===== src/rtl/procz_pkg.sv =====
// Shared processor Z definitions: run-state encoding, halt icode and
// instruction RAM geometry used by imem_run_ctrl, ram and regfile.
package procz_pkg;

  localparam int PROCZ_ADDR_W = 9;
  localparam int PROCZ_DATA_W = 32;

  localparam logic [3:0] ICODE_HALT = 4'h0;

  typedef enum logic [1:0] {
    IDLE  = 2'd0,
    RUN   = 2'd1,
    DRAIN = 2'd2,
    HALT  = 2'd3
  } run_state_e;

  function automatic logic [3:0] icode_of(input logic [31:0] word);
    return word[31:28];
  endfunction

endpackage


===== src/rtl/imem_arb.sv =====
// Two-requester RAM arbiter: fetch wins while fetch_en is high, but a host
// that has been denied STARVE_MAX cycles in a row is forced through once.
module imem_arb
  import procz_pkg::*;
#(
  parameter int STARVE_MAX = 8
) (
  input  logic clock,
  input  logic reset,
  input  logic fetch_en,
  input  logic host_req,
  input  logic fetch_req,
  output logic host_gnt,
  output logic fetch_gnt
);

  localparam int CNT_W = $clog2(STARVE_MAX + 2);

  logic [CNT_W-1:0] starve_cnt;
  logic             force_host;

  assign force_host = fetch_en && (starve_cnt >= CNT_W'(STARVE_MAX));

  always_comb begin
    host_gnt  = host_req;
    fetch_gnt = 1'b0;
    if (fetch_en) begin
      fetch_gnt = fetch_req & ~force_host;
      host_gnt  = host_req & (~fetch_req | force_host);
    end
  end

  // Counts consecutive denied host cycles; any grant or idle host restarts it.
  always_ff @(posedge clock or posedge reset) begin
    if (reset) begin
      starve_cnt <= '0;
    end else if (host_gnt || !host_req) begin
      starve_cnt <= '0;
    end else begin
      starve_cnt <= starve_cnt + CNT_W'(1);
    end
  end

endmodule


===== src/rtl/imem_run_ctrl.sv =====
// Run/halt controller and instruction RAM arbiter for processor Z.
// Optional IMEM_RUN_CYCLE_COUNT_EN adds a saturating run_cycles counter.
module imem_run_ctrl
  import procz_pkg::*;
#(
  parameter int         ADDR_W     = PROCZ_ADDR_W,
  parameter int         DATA_W     = PROCZ_DATA_W,
  parameter logic [3:0] HALT_ICODE = ICODE_HALT,
  parameter int         DRAIN_CYC  = 3,
  parameter int         STARVE_MAX = 8
) (
  input  logic              clock,
  input  logic              reset,
  input  logic              host_req,
  input  logic              host_wr,
  input  logic [ADDR_W-1:0] host_addr,
  input  logic [DATA_W-1:0] host_wdata,
  output logic              host_gnt,
  output logic              host_rvalid,
  output logic [DATA_W-1:0] host_rdata,
  input  logic              fetch_req,
  input  logic [ADDR_W-1:0] fetch_addr,
  output logic              fetch_gnt,
  output logic              fetch_rvalid,
  output logic [DATA_W-1:0] fetch_rdata,
  input  logic              start,
  input  logic              stop,
  output logic [ADDR_W-1:0] ram_addr,
  output logic              ram_wr,
  output logic [DATA_W-1:0] ram_wdata,
  output logic              ram_rd,
  input  logic [DATA_W-1:0] ram_rdata,
  output logic              working,
  output logic [1:0]        run_state,
`ifdef IMEM_RUN_CYCLE_COUNT_EN
  output logic              halted,
  output logic [31:0]       run_cycles
`else
  output logic              halted
`endif
);

  localparam int DRAIN_W = $clog2(DRAIN_CYC + 2);

  run_state_e         state;
  run_state_e         next_state;
  logic [DRAIN_W-1:0] drain_cnt;
  logic               host_rd_pend;
  logic               fetch_rd_pend;
  logic               fetch_en;
  logic               halt_seen;

  assign fetch_en  = (state == RUN);
  // Only RUN inspects returned words, so a fetch landing during DRAIN is ignored.
  assign halt_seen = fetch_rvalid && (icode_of(fetch_rdata[31:0]) == HALT_ICODE);

  imem_arb #(
    .STARVE_MAX(STARVE_MAX)
  ) u_arb (
    .clock    (clock),
    .reset    (reset),
    .fetch_en (fetch_en),
    .host_req (host_req),
    .fetch_req(fetch_req),
    .host_gnt (host_gnt),
    .fetch_gnt(fetch_gnt)
  );

  always_ff @(posedge clock or posedge reset) begin
    if (reset) begin
      state <= IDLE;
    end else begin
      state <= next_state;
    end
  end

  always_comb begin
    next_state = state;
    working    = 1'b0;
    halted     = 1'b0;
    case (state)
      IDLE: begin
        if (start && !stop) next_state = RUN;
      end
      RUN: begin
        working = 1'b1;
        if (stop || halt_seen) next_state = DRAIN;
      end
      DRAIN: begin
        working = 1'b1;
        if (drain_cnt == '0) next_state = HALT;
      end
      HALT: begin
        halted = 1'b1;
        if (start) next_state = RUN;
      end
      default: next_state = IDLE;
    endcase
  end

  assign run_state = state;

  // Keeps the pipeline enabled long enough for D/E/W to retire after a stop.
  always_ff @(posedge clock or posedge reset) begin
    if (reset) begin
      drain_cnt <= '0;
    end else if (state == RUN && next_state == DRAIN) begin
      drain_cnt <= DRAIN_W'(DRAIN_CYC);
    end else if (state == DRAIN && drain_cnt != '0) begin
      drain_cnt <= drain_cnt - DRAIN_W'(1);
    end
  end

  always_comb begin
    ram_addr  = '0;
    ram_wr    = 1'b0;
    ram_wdata = '0;
    ram_rd    = 1'b0;
    if (fetch_gnt) begin
      ram_addr = fetch_addr;
      ram_rd   = 1'b1;
    end else if (host_gnt) begin
      ram_addr  = host_addr;
      ram_wr    = host_wr;
      ram_wdata = host_wdata;
      ram_rd    = ~host_wr;
    end
  end

  always_ff @(posedge clock or posedge reset) begin
    if (reset) begin
      host_rd_pend  <= 1'b0;
      fetch_rd_pend <= 1'b0;
    end else begin
      host_rd_pend  <= host_gnt & ~host_wr & ~fetch_gnt;
      fetch_rd_pend <= fetch_gnt;
    end
  end

  assign host_rvalid  = host_rd_pend;
  assign fetch_rvalid = fetch_rd_pend;
  assign host_rdata   = ram_rdata;
  assign fetch_rdata  = ram_rdata;

`ifdef IMEM_RUN_CYCLE_COUNT_EN
  // Restarts only on a fresh launch from IDLE; a resume from HALT keeps counting.
  always_ff @(posedge clock or posedge reset) begin
    if (reset) begin
      run_cycles <= '0;
    end else if (state == IDLE && next_state == RUN) begin
      run_cycles <= '0;
    end else if (working && run_cycles != 32'hFFFF_FFFF) begin
      run_cycles <= run_cycles + 32'd1;
    end
  end
`endif

endmodule


===== config.mk =====
export PLATFORM = sky130hd
export DESIGN_NAME = imem_run_ctrl
export DESIGN_NICKNAME = d
export VERILOG_FILES = /design/src/rtl/procz_pkg.sv /design/src/rtl/imem_arb.sv /design/src/rtl/imem_run_ctrl.sv
export SDC_FILE = /design/constraint.sdc
export NUM_CORES = 1
export LEC_CHECK = 0
export CAP_MARGIN = 0
export CORE_MARGIN = 2
export CORE_UTILIZATION = 23
export CTS_CLUSTER_DIAMETER = 50
export DETAILED_ROUTE_END_ITERATION = 7
export PLACE_DENSITY = 0.85
export SETUP_SLACK_MARGIN = 0.2
export SLEW_MARGIN = 5
export SYNTH_ARGS = -nofsm -noshare
export SYNTH_HDL_FRONTEND = slang
export SYNTH_HIERARCHICAL = 1
export SYNTH_SLANG_ARGS = --single-unit

===== constraint.sdc =====
create_clock -name clock -period 1.8 [get_ports clock]
set_clock_uncertainty 0.15 [all_clocks]
set_input_delay 0.27 -clock clock [delete_from_list [all_inputs] [get_ports clock]]
set_output_delay 0.27 -clock clock [all_outputs]
set_load 0.005 [all_outputs]

==> impl_summary.log <==
[metrics] adder and majority cell fraction of the synthesized area: 6.68%
[metrics] Compound-Gate Fraction of Synth Area: 11.9%
[metrics] violated checks: negative setup slack
[metrics] insertion delay of the later-clocked pin in the worst-skew pair: 0.23 ns
[metrics] Num Clock Sinks: 11
[metrics] fraction of layout cells with a size suffix above 1: 51.1%
[metrics] worst relative slew slack: 82.7%
[metrics] Slowest Stage Delay on Critical Path: 0.40 ns
[metrics] Worst Path Buf+Inv: 5
[metrics] switching part of the total power: 34.9%
[metrics] post-layout minimum cycle time: 2.36 ns
[metrics] Critical R2R Launch: run_state[0]
[metrics] main area contributors after synthesis: sky130_fd_sc_hd__buf_4, sky130_fd_sc_hd__dfrtp_1, sky130_fd_sc_hd__and2_1
[metrics] accumulated negative setup slack: -21.51 ns
[metrics] outcome: finished with violations
[metrics] number of max-cap violations: 0
[metrics] number of max-slew violations in the final report: 0
[metrics] CP Cell Sequence: inv_2 > ha_4 > nand2_4 > o21a_1 > nor2b_4 > buf_6 > buf_12 > buf_16 > a22o_1 > buf_2
[metrics] transition time at the pin with the least slew margin: 0.258 ns
[metrics] Syn Nets: 280
[metrics] detailed router's first-iteration violation count: 24
[metrics] post-DR vias/cell: 4.33
[metrics] final standard cell count with taps included and fillers excluded: 355
[metrics] power density relative to cell area: 1070 nW/um^2
[metrics] total detailed-routing wirelength: 5970 um
[metrics] most frequent cells after synthesis: sky130_fd_sc_hd__buf_4, sky130_fd_sc_hd__and2_1, sky130_fd_sc_hd__dfrtp_1
[metrics] synthesized area divided by synthesized cell count: 8.18 um^2
[metrics] CTS tree: built
[metrics] fin crit share: 131%
[metrics] Static Leakage: 1.43 nW
[metrics] total congestion overflow after global routing: 0
[metrics] H-tree levels: 1
[metrics] placement row count: 29
[metrics] number of enable-type register cells in the synthesized netlist: 0
[metrics] area share of xor/xnor cells in the synthesized design: 1.75%
[metrics] Vias: 1537
[metrics] share of the synthesized area in the top cell type: 32.1%
[metrics] CP startpoint kind: flip-flop
[metrics] quantity of I/O buffers inserted on ports: 119
[metrics] wire length of the first global-routing pass: 8710 um
[metrics] combinational fraction of design power: 81.3%
[metrics] hpwl dp: 4270 um
[metrics] Crit Path Class: reg -> out
[metrics] slowest cell on the critical path: sky130_fd_sc_hd__dfrtp_2
[metrics] Post-CTS Hold Buffers: 0
[metrics] Worst path top cell family by delay: buffers and inverters
[metrics] number of synthesized register bits: 11
[metrics] cells after synthesis: 183
[metrics] placeable core region: 6310 um^2
[metrics] GRT Resource Usage Total: 15.6%
[metrics] global placer's final weighted congestion: 0.788
[metrics] DRC Markers: 0
[metrics] classification of the worst-slack hold path: in -> async
[metrics] number of primary I/O pins: 204
[metrics] maximum clock frequency: 0.424 GHz
[metrics] crit path capture type: output port
[metrics] final count of hold timing violations: 0
[metrics] Seq/Total Area, Yosys: 18.4%
[metrics] worst slack at placement: -0.643 ns
[metrics] post-synth design cell area: 1500 um^2
[metrics] number of placed instances with taps included: 323
[metrics] P_sw: 0.00113 W
[metrics] starting density of the core: 23.7%
[metrics] main combinational cell family by area after synthesis: buffers and inverters
[metrics] antenna violations before repair: 1
[metrics] most area-hungry cell type in the Yosys netlist: sky130_fd_sc_hd__buf_4
[metrics] total clock buffers created by CTS: 3
[metrics] register share of total power: 11.4%
[metrics] worst-case setup margin in the final layout: -0.556 ns
[metrics] Arr. time, crit path: 1.94 ns
[metrics] Max Root-Sink Buffers: 2
[metrics] Synth Warn #: 6
[metrics] setup repair after global routing missed its margin: yes
[metrics] share of synthesized area spent on multiplexers: 0%
[metrics] top fanout value on the critical path: 6
[metrics] predominant post-synthesis flop cell: sky130_fd_sc_hd__dfrtp_1
[metrics] most used standard cell by instance count after synthesis: sky130_fd_sc_hd__buf_4
[metrics] Clk network pwr share: 7.3%
[metrics] Routed Antenna Nets: 0
[metrics] Post-synth ARST share: 100%
[metrics] critical path required time: 1.38 ns
[metrics] layout overhead on the synthesized area: 102%
[metrics] area enclosed by the die boundary: 7170 um^2
[metrics] Simple-Gate Fraction of Synth Area: 25.4%
[metrics] Final #Nets: 376
[metrics] Die W: 84.7 um
[metrics] cell internal pwr: 0.00211 W
[metrics] Final setup viols: 52
[metrics] Synth cell types: 28
[metrics] Worst IR Drop VDD: 0.000662 V
[metrics] maximum number of pins on one net before global-route repair: 12
[metrics] total inserted antenna cells: 0
[metrics] Die Y-Extent: 84.7 um
[metrics] first-pass iteration count of the detailed router: 4
[metrics] clock transition at the registers of the reported paths: 0.05 ns
[metrics] CP startpoint: run_state[1]
[metrics] vias in the first global route: 1712
[metrics] Root Buffer Master: sky130_fd_sc_hd__clkbuf_8
[metrics] Routed WL per cell: 16.8 um
[cell type report]
| class | count | area (um^2) |
|---|---|---|
| Multi-Input combinational cell | 93 | 855 |
| Clock buffer | 4 | 45.0 |
| Fill cell | 612 | 3290 |
| Sequential cell | 11 | 278 |
| Tap cell | 77 | 96.3 |
| Timing Repair Buffer | 160 | 1700 |
| Inverter | 10 | 45.0 |
[final timing paths]
kind,slack (ns),endpoint,cells past startpoint
max in group asynchronous,1.12,run_state[1],2
worst max register to register,-0.21,drain_cnt[2],8
min in group clock,0.34,u_arb/starve_cnt[0],1
worst min-delay path,0.12,u_arb/starve_cnt[3],2
worst max-delay path,-0.56,ram_addr[2],10
worst min register to register,0.34,u_arb/starve_cnt[0],1
[through the flow]
step / hold slack [ns] / power [W] / cell area, um^2 / utilization, %
2_1_floorplan: -0.114 / 0.00126 / 1540 / -
3_3_place_gp: 0.313 / 0.00205 / 2420 / 38.4
3_5_place_dp: 0.332 / 0.00209 / 2420 / 38.4
4_1_cts: 0.115 / 0.00298 / 2820 / 44.6
5_1_grt: 0.131 / 0.00345 / 3020 / 47.8
6_report: 0.120 / 0.00324 / 3020 / 47.8
[cells by family (layout without fill, tap and decap cells)]
family / Yosys count / count (layout)
compound gates: 22 / 22
simple gates: 60 / 60
fa+ha+maj: 8 / 8
buf+inv: 79 / 174
xor+xnor: 3 / 3
flops: 11 / 11
[sequential cells by signal, summed over array words and instances, names as in the netlist]
register	flops
u_arb/starve_cnt	4
drain_cnt	3
run_state	2
fetch_rvalid	1
host_rvalid	1
[metal layers]
layer / global-route usage, % / share of wire (%) / up-vias
li1: - / - / 711
met1: 15.9 / 36 / 720
met2: 28.5 / 52 / 81
met3: 4.92 / 8.6 / 25
met4: 8.08 / 3.5 / 0
met5: 0 / 0 / -
[worst reg2reg max path: stages, from the launching register on]
cell,delay [ns]
sky130_fd_sc_hd__dfrtp_2,0.42
sky130_fd_sc_hd__buf_4,0.14
sky130_fd_sc_hd__buf_6,0.11
sky130_fd_sc_hd__buf_8,0.13
sky130_fd_sc_hd__ha_4,0.17
sky130_fd_sc_hd__a211oi_4,0.24
sky130_fd_sc_hd__a22oi_2,0.13
sky130_fd_sc_hd__nand4b_4,0.20
sky130_fd_sc_hd__o21a_1,0.21
[what timing repair did]
| item | in CTS | in global routing |
|---|---|---|
| pin swaps | 28 | 25 |
| endpoints found under the hold margin | 0 | 0 |
| gates resized for setup | 250 | 41 |
| cloned | 6 | 1 |
| setup buffers | 14 | 7 |
| endpoints found under the setup margin | 62 | 55 |
[power by group through the flow]
stage          sequential [W]  combinational (W)  clock (W)
2_1_floorplan        0.000390           0.000873          0
3_3_place_gp         0.000368            0.00168          0
3_5_place_dp         0.000370            0.00172          0
4_1_cts              0.000364            0.00238   0.000239
5_1_grt              0.000379            0.00281   0.000264
6_report             0.000370            0.00263   0.000236
[layout by cell type, fill, tap and decap left out, types with 2 or more instances in the layout]
master                            count
sky130_fd_sc_hd__nand4b_4             2
sky130_fd_sc_hd__buf_4               17
sky130_fd_sc_hd__and2_1               3
sky130_fd_sc_hd__buf_2               12
sky130_fd_sc_hd__nand3b_1             2
sky130_fd_sc_hd__clkdlybuf4s50_1     64
sky130_fd_sc_hd__inv_1                8
sky130_fd_sc_hd__nor2_1               6
sky130_fd_sc_hd__a21oi_1              2
sky130_fd_sc_hd__dlygate4sd2_1        8
sky130_fd_sc_hd__a22o_1               8
sky130_fd_sc_hd__nand3_1              2
sky130_fd_sc_hd__buf_6               45
sky130_fd_sc_hd__buf_12               4
sky130_fd_sc_hd__clkbuf_8             3
sky130_fd_sc_hd__o21a_1               3
sky130_fd_sc_hd__and2_4              31
sky130_fd_sc_hd__dfrtp_2              2
sky130_fd_sc_hd__nand2b_1             2
sky130_fd_sc_hd__a21o_1               2
sky130_fd_sc_hd__buf_16               6
sky130_fd_sc_hd__ha_4                 4
sky130_fd_sc_hd__xnor2_1              3
sky130_fd_sc_hd__nand2_1              6
sky130_fd_sc_hd__dfrtp_1              9
sky130_fd_sc_hd__ha_1                 4
sky130_fd_sc_hd__clkbuf_2             2
(Power assumes the default switching activity.)
==> variant 1, RTL diff (same settings) <==
`PROCZ_ADDR_W`: 9 -> 10.
--- a/src/rtl/procz_pkg.sv
+++ b/src/rtl/procz_pkg.sv
@@ -4,3 +4,3 @@
 
-  localparam int PROCZ_ADDR_W = 9;
+  localparam int PROCZ_ADDR_W = 10;
   localparam int PROCZ_DATA_W = 32;
Ports: changed (resized fetch_addr, host_addr and ram_addr); port bits go from 204 to 207. No check against the original RTL was run, so the function may have changed too.
==> variant 1 against the original RTL <==
  * The flow still finishes with violations (negative setup slack)
  * Sequential share of layout area is 0.26 points higher
  * Combinational power is 11% lower
  * Total power is 8.6% lower
  * Final area is 2.8% lower
  * Critical path depth stayed put
  * Sequential cell count stayed put
  * Worst setup slack better by 0.064 ns
  * Via count is 1.4% lower
  * Synthesized area is 0.92% higher
  * Routed wire length is 7.6% lower
==> variant 1: results <==
set metrics [dict create \
    violations "negative setup slack" \
    irDropWorstVdd_mv 0.590 \
    finalSetupTns_ns -18.93 \
    gp_congestion 0.789 \
    num-fill-cells 618 \
    synthAdderAreaFrac_pct 6.62 \
    path_max_fanout 5 \
    synth_area_leaders "buf_4, dfrtp_1, and2_1" \
    setup_viol 48 \
    avgViaCountPerCell 4.33 \
    synth_common_cells "buf_4, and2_1, dfrtp_1, inv_1, a22o_1" \
    syn-num-nets 284 \
    nets 373 \
    intPower_w 0.00193 \
    hpwl_um 3970 \
    port_buffers 122 \
    finalWirelength_um 5520 \
    outcome "complete, but fails checks" \
    dr.pass1.iters 3 \
    p_comb_w 0.00235 \
    antenna_found_initial 0 \
    cts_resized 272 \
    grt_pass1_vias 1648 \
    first_iter_violations 27 \
    drive_gt1_share_pct 50.9 \
    timing.final.ws_setup_ns -0.492 \
    timing.slew.headroom_pct 81.8 \
    synth-xor-area-share_pct 1.74 \
    grtUsageTotal_pct 13.9 \
    post-cts-setup-buffer-count 12 \
]
-- variant 1: cell types whose count changed after synthesis --
cell / delta
a22o_1: +1
buf_2: +1
-- variant 1: layout make-up --
type                            instances  area share, %
Timing Repair Buffer                  154           54.6
Inverter                               10           1.45
Multi-Input combinational cell         94           29.6
Clock buffer                            4           1.53
Sequential cell                        11           9.46
Tap cell                               77           3.28
-- variant 1: final timing paths --
path,start,endpoint,slack [ns],depth (start not counted)
setup reg to reg,run_state[1]$_DFF_PP0_,drain_cnt[2]$_DFFE_PP0P_,-0.08,7
setup / recovery,run_state[1]$_DFF_PP0_,ram_wdata[20],-0.49,10
hold reg to reg,u_arb/starve_cnt[0]$_DFF_PP0_,u_arb/starve_cnt[0]$_DFF_PP0_,0.33,1
hold / removal,reset,u_arb/starve_cnt[0]$_DFF_PP0_,0.12,2
max in group asynchronous,reset,run_state[1]$_DFF_PP0_,1.09,2
min in group clock,u_arb/starve_cnt[0]$_DFF_PP0_,u_arb/starve_cnt[0]$_DFF_PP0_,0.33,1
-- variant 1: stage by stage --
| step | area, um^2 | instances | total power (W) | util, % | setup slack (ns) |
|---|---|---|---|---|---|
| 2_1_floorplan | 1540 | 185 | 0.00127 | - | -0.166 |
| 3_3_place_gp | 2450 | 327 | 0.00204 | 38.6 | -0.634 |
| 3_5_place_dp | 2450 | 327 | 0.00208 | 38.6 | -0.650 |
| 4_1_cts | 2770 | 348 | 0.00281 | 43.6 | -0.499 |
| 5_1_grt | 2940 | 350 | 0.00316 | 46.2 | -0.545 |
| 6_report | 2940 | 350 | 0.00296 | 46.2 | -0.492 |
-- variant 1: metal layers --
layer	GRT usage, %	routed length [um]	vias to the layer above
li1	-	-	708
met1	15.6	2000	700
met2	25.0	2930	90
met3	3.99	466	17
met4	4.91	117	0
met5	0	0	-
==> variant 2, RTL diff (same flow settings) <==
Made on the original files. The option `IMEM_RUN_CYCLE_COUNT_EN` is turned on by a define.
--- a/src/rtl/imem_run_ctrl.sv
+++ b/src/rtl/imem_run_ctrl.sv
@@ -2,2 +2,4 @@
 // Optional IMEM_RUN_CYCLE_COUNT_EN adds a saturating run_cycles counter.
+`define IMEM_RUN_CYCLE_COUNT_EN
+
 module imem_run_ctrl
Function (old outputs only; new: run_cycles): kept (Yosys induction, for registers that start in step).
==> variant 2 against the original RTL <==
  * The run still ends with negative setup slack left
  * Combinational power increased by 77%
  * Final area rose by 120%
  * Total power grew 110%
  * Count of clock-buffer cells in the layout up 1
  * Sequential share of layout area rose by 6.9 points
  * Critical path depth increased by 2
  * Sequential cell count grew 32
  * Synthesized area increased by 120%
  * Utilization grew 0.77 points
  * Worst setup slack worse by 0.18 ns
  * Routed wire length up 140%
==> variant 2: results <==
set metrics [dict create \
    dpl_cell_area_um2 5420 \
    worstPathArrival_ns 2.12 \
    outcome "complete, but fails checks" \
    nets 709 \
    r2r_cells 13 \
    r2r_setup_slack_ns -0.59 \
    num-fill-cells 1215 \
    timing.slew.headroom_pct 71.8 \
    slowest_delay_ns 0.38 \
    intPower_w 0.00442 \
    grt_pass1_wl_um 20100 \
    p_leak_nw 3.06 \
    synth_area_leaders "dfrtp_1, buf_4, and2_1" \
    violations "negative setup slack" \
    preCtsSetupSlack_ns -0.659 \
    finalWirelength_um 14400 \
    dp.cells 722 \
    pwr-share-seq_pct 17.5 \
    setup_viol 85 \
    syn_avg_cell_area_um2 8.68 \
    synth_top_area_share_pct 33.2 \
    vias 3659 \
    timing.final.ws_setup_ns -0.737 \
    grt_start_max_net_pins 34 \
    syn-num-nets 472 \
    first_iter_violations 134 \
    port_buffers 151 \
    synth_common_cells "buf_4, dfrtp_1, and2_1, nor2_1" \
    ys_seq_area_share_pct 33.2 \
    path_max_fanout 3 \
]
-- variant 2: timing repair --
item / 4_1_cts / 5_1_grt
cloned: 9 / 2
pin swaps: 10 / 27
gates resized for setup: 282 / 114
setup endpoints to repair: 128 / 93
hold endpoints to repair: 0 / 0
setup buffers: 35 / 15
-- variant 2: cell type report --
type | count | area [um^2] | share of cell area [%]
clock inverters | 2 | 13.8 | 0.205
multi-input cells | 237 | 2110 | 31.4
well taps | 180 | 225 | 3.35
inverters | 17 | 78.8 | 1.17
repair buffers | 306 | 3090 | 46.0
clock buffers | 5 | 125 | 1.86
flip-flops and latches | 43 | 1080 | 16.1
-- variant 2: worst max path at each step --
stage | startpoint | endpoint | slack [ns]
floorplan | run_cycles[0]$_DFFE_PP0P_ | run_cycles[1]$_DFFE_PP0P_ | -0.33
global placement | fetch_req | ram_wdata[11] | -0.66
detailed placement | fetch_req | ram_wdata[28] | -0.66
CTS | run_state[1]$_DFF_PP0_ | ram_wdata[21] | -0.72
global route | run_state[1]$_DFF_PP0_ | ram_wdata[21] | -0.80
finish | run_state[0]$_DFF_PP0_ | ram_wdata[21] | -0.74
-- variant 2: cells by family after synthesis --
logic type,share of synthesized area (%)
AND/OR/NAND/NOR,25.9
buffers and inverters,18.5
AO/OA/AOI/OAI,13.8
flip-flops,33.2
XOR/XNOR,4.33
adder cells (fa/ha/maj),3.86
multiplexers,0.309
-- variant 2: per-layer routing --
metal  share of wire, %  vias to the layer above
li1                   -                     1708
met1                 36                     1780
met2                 54                      144
met3                7.3                       25
met4                2.1                        2
met5              0.091                        -
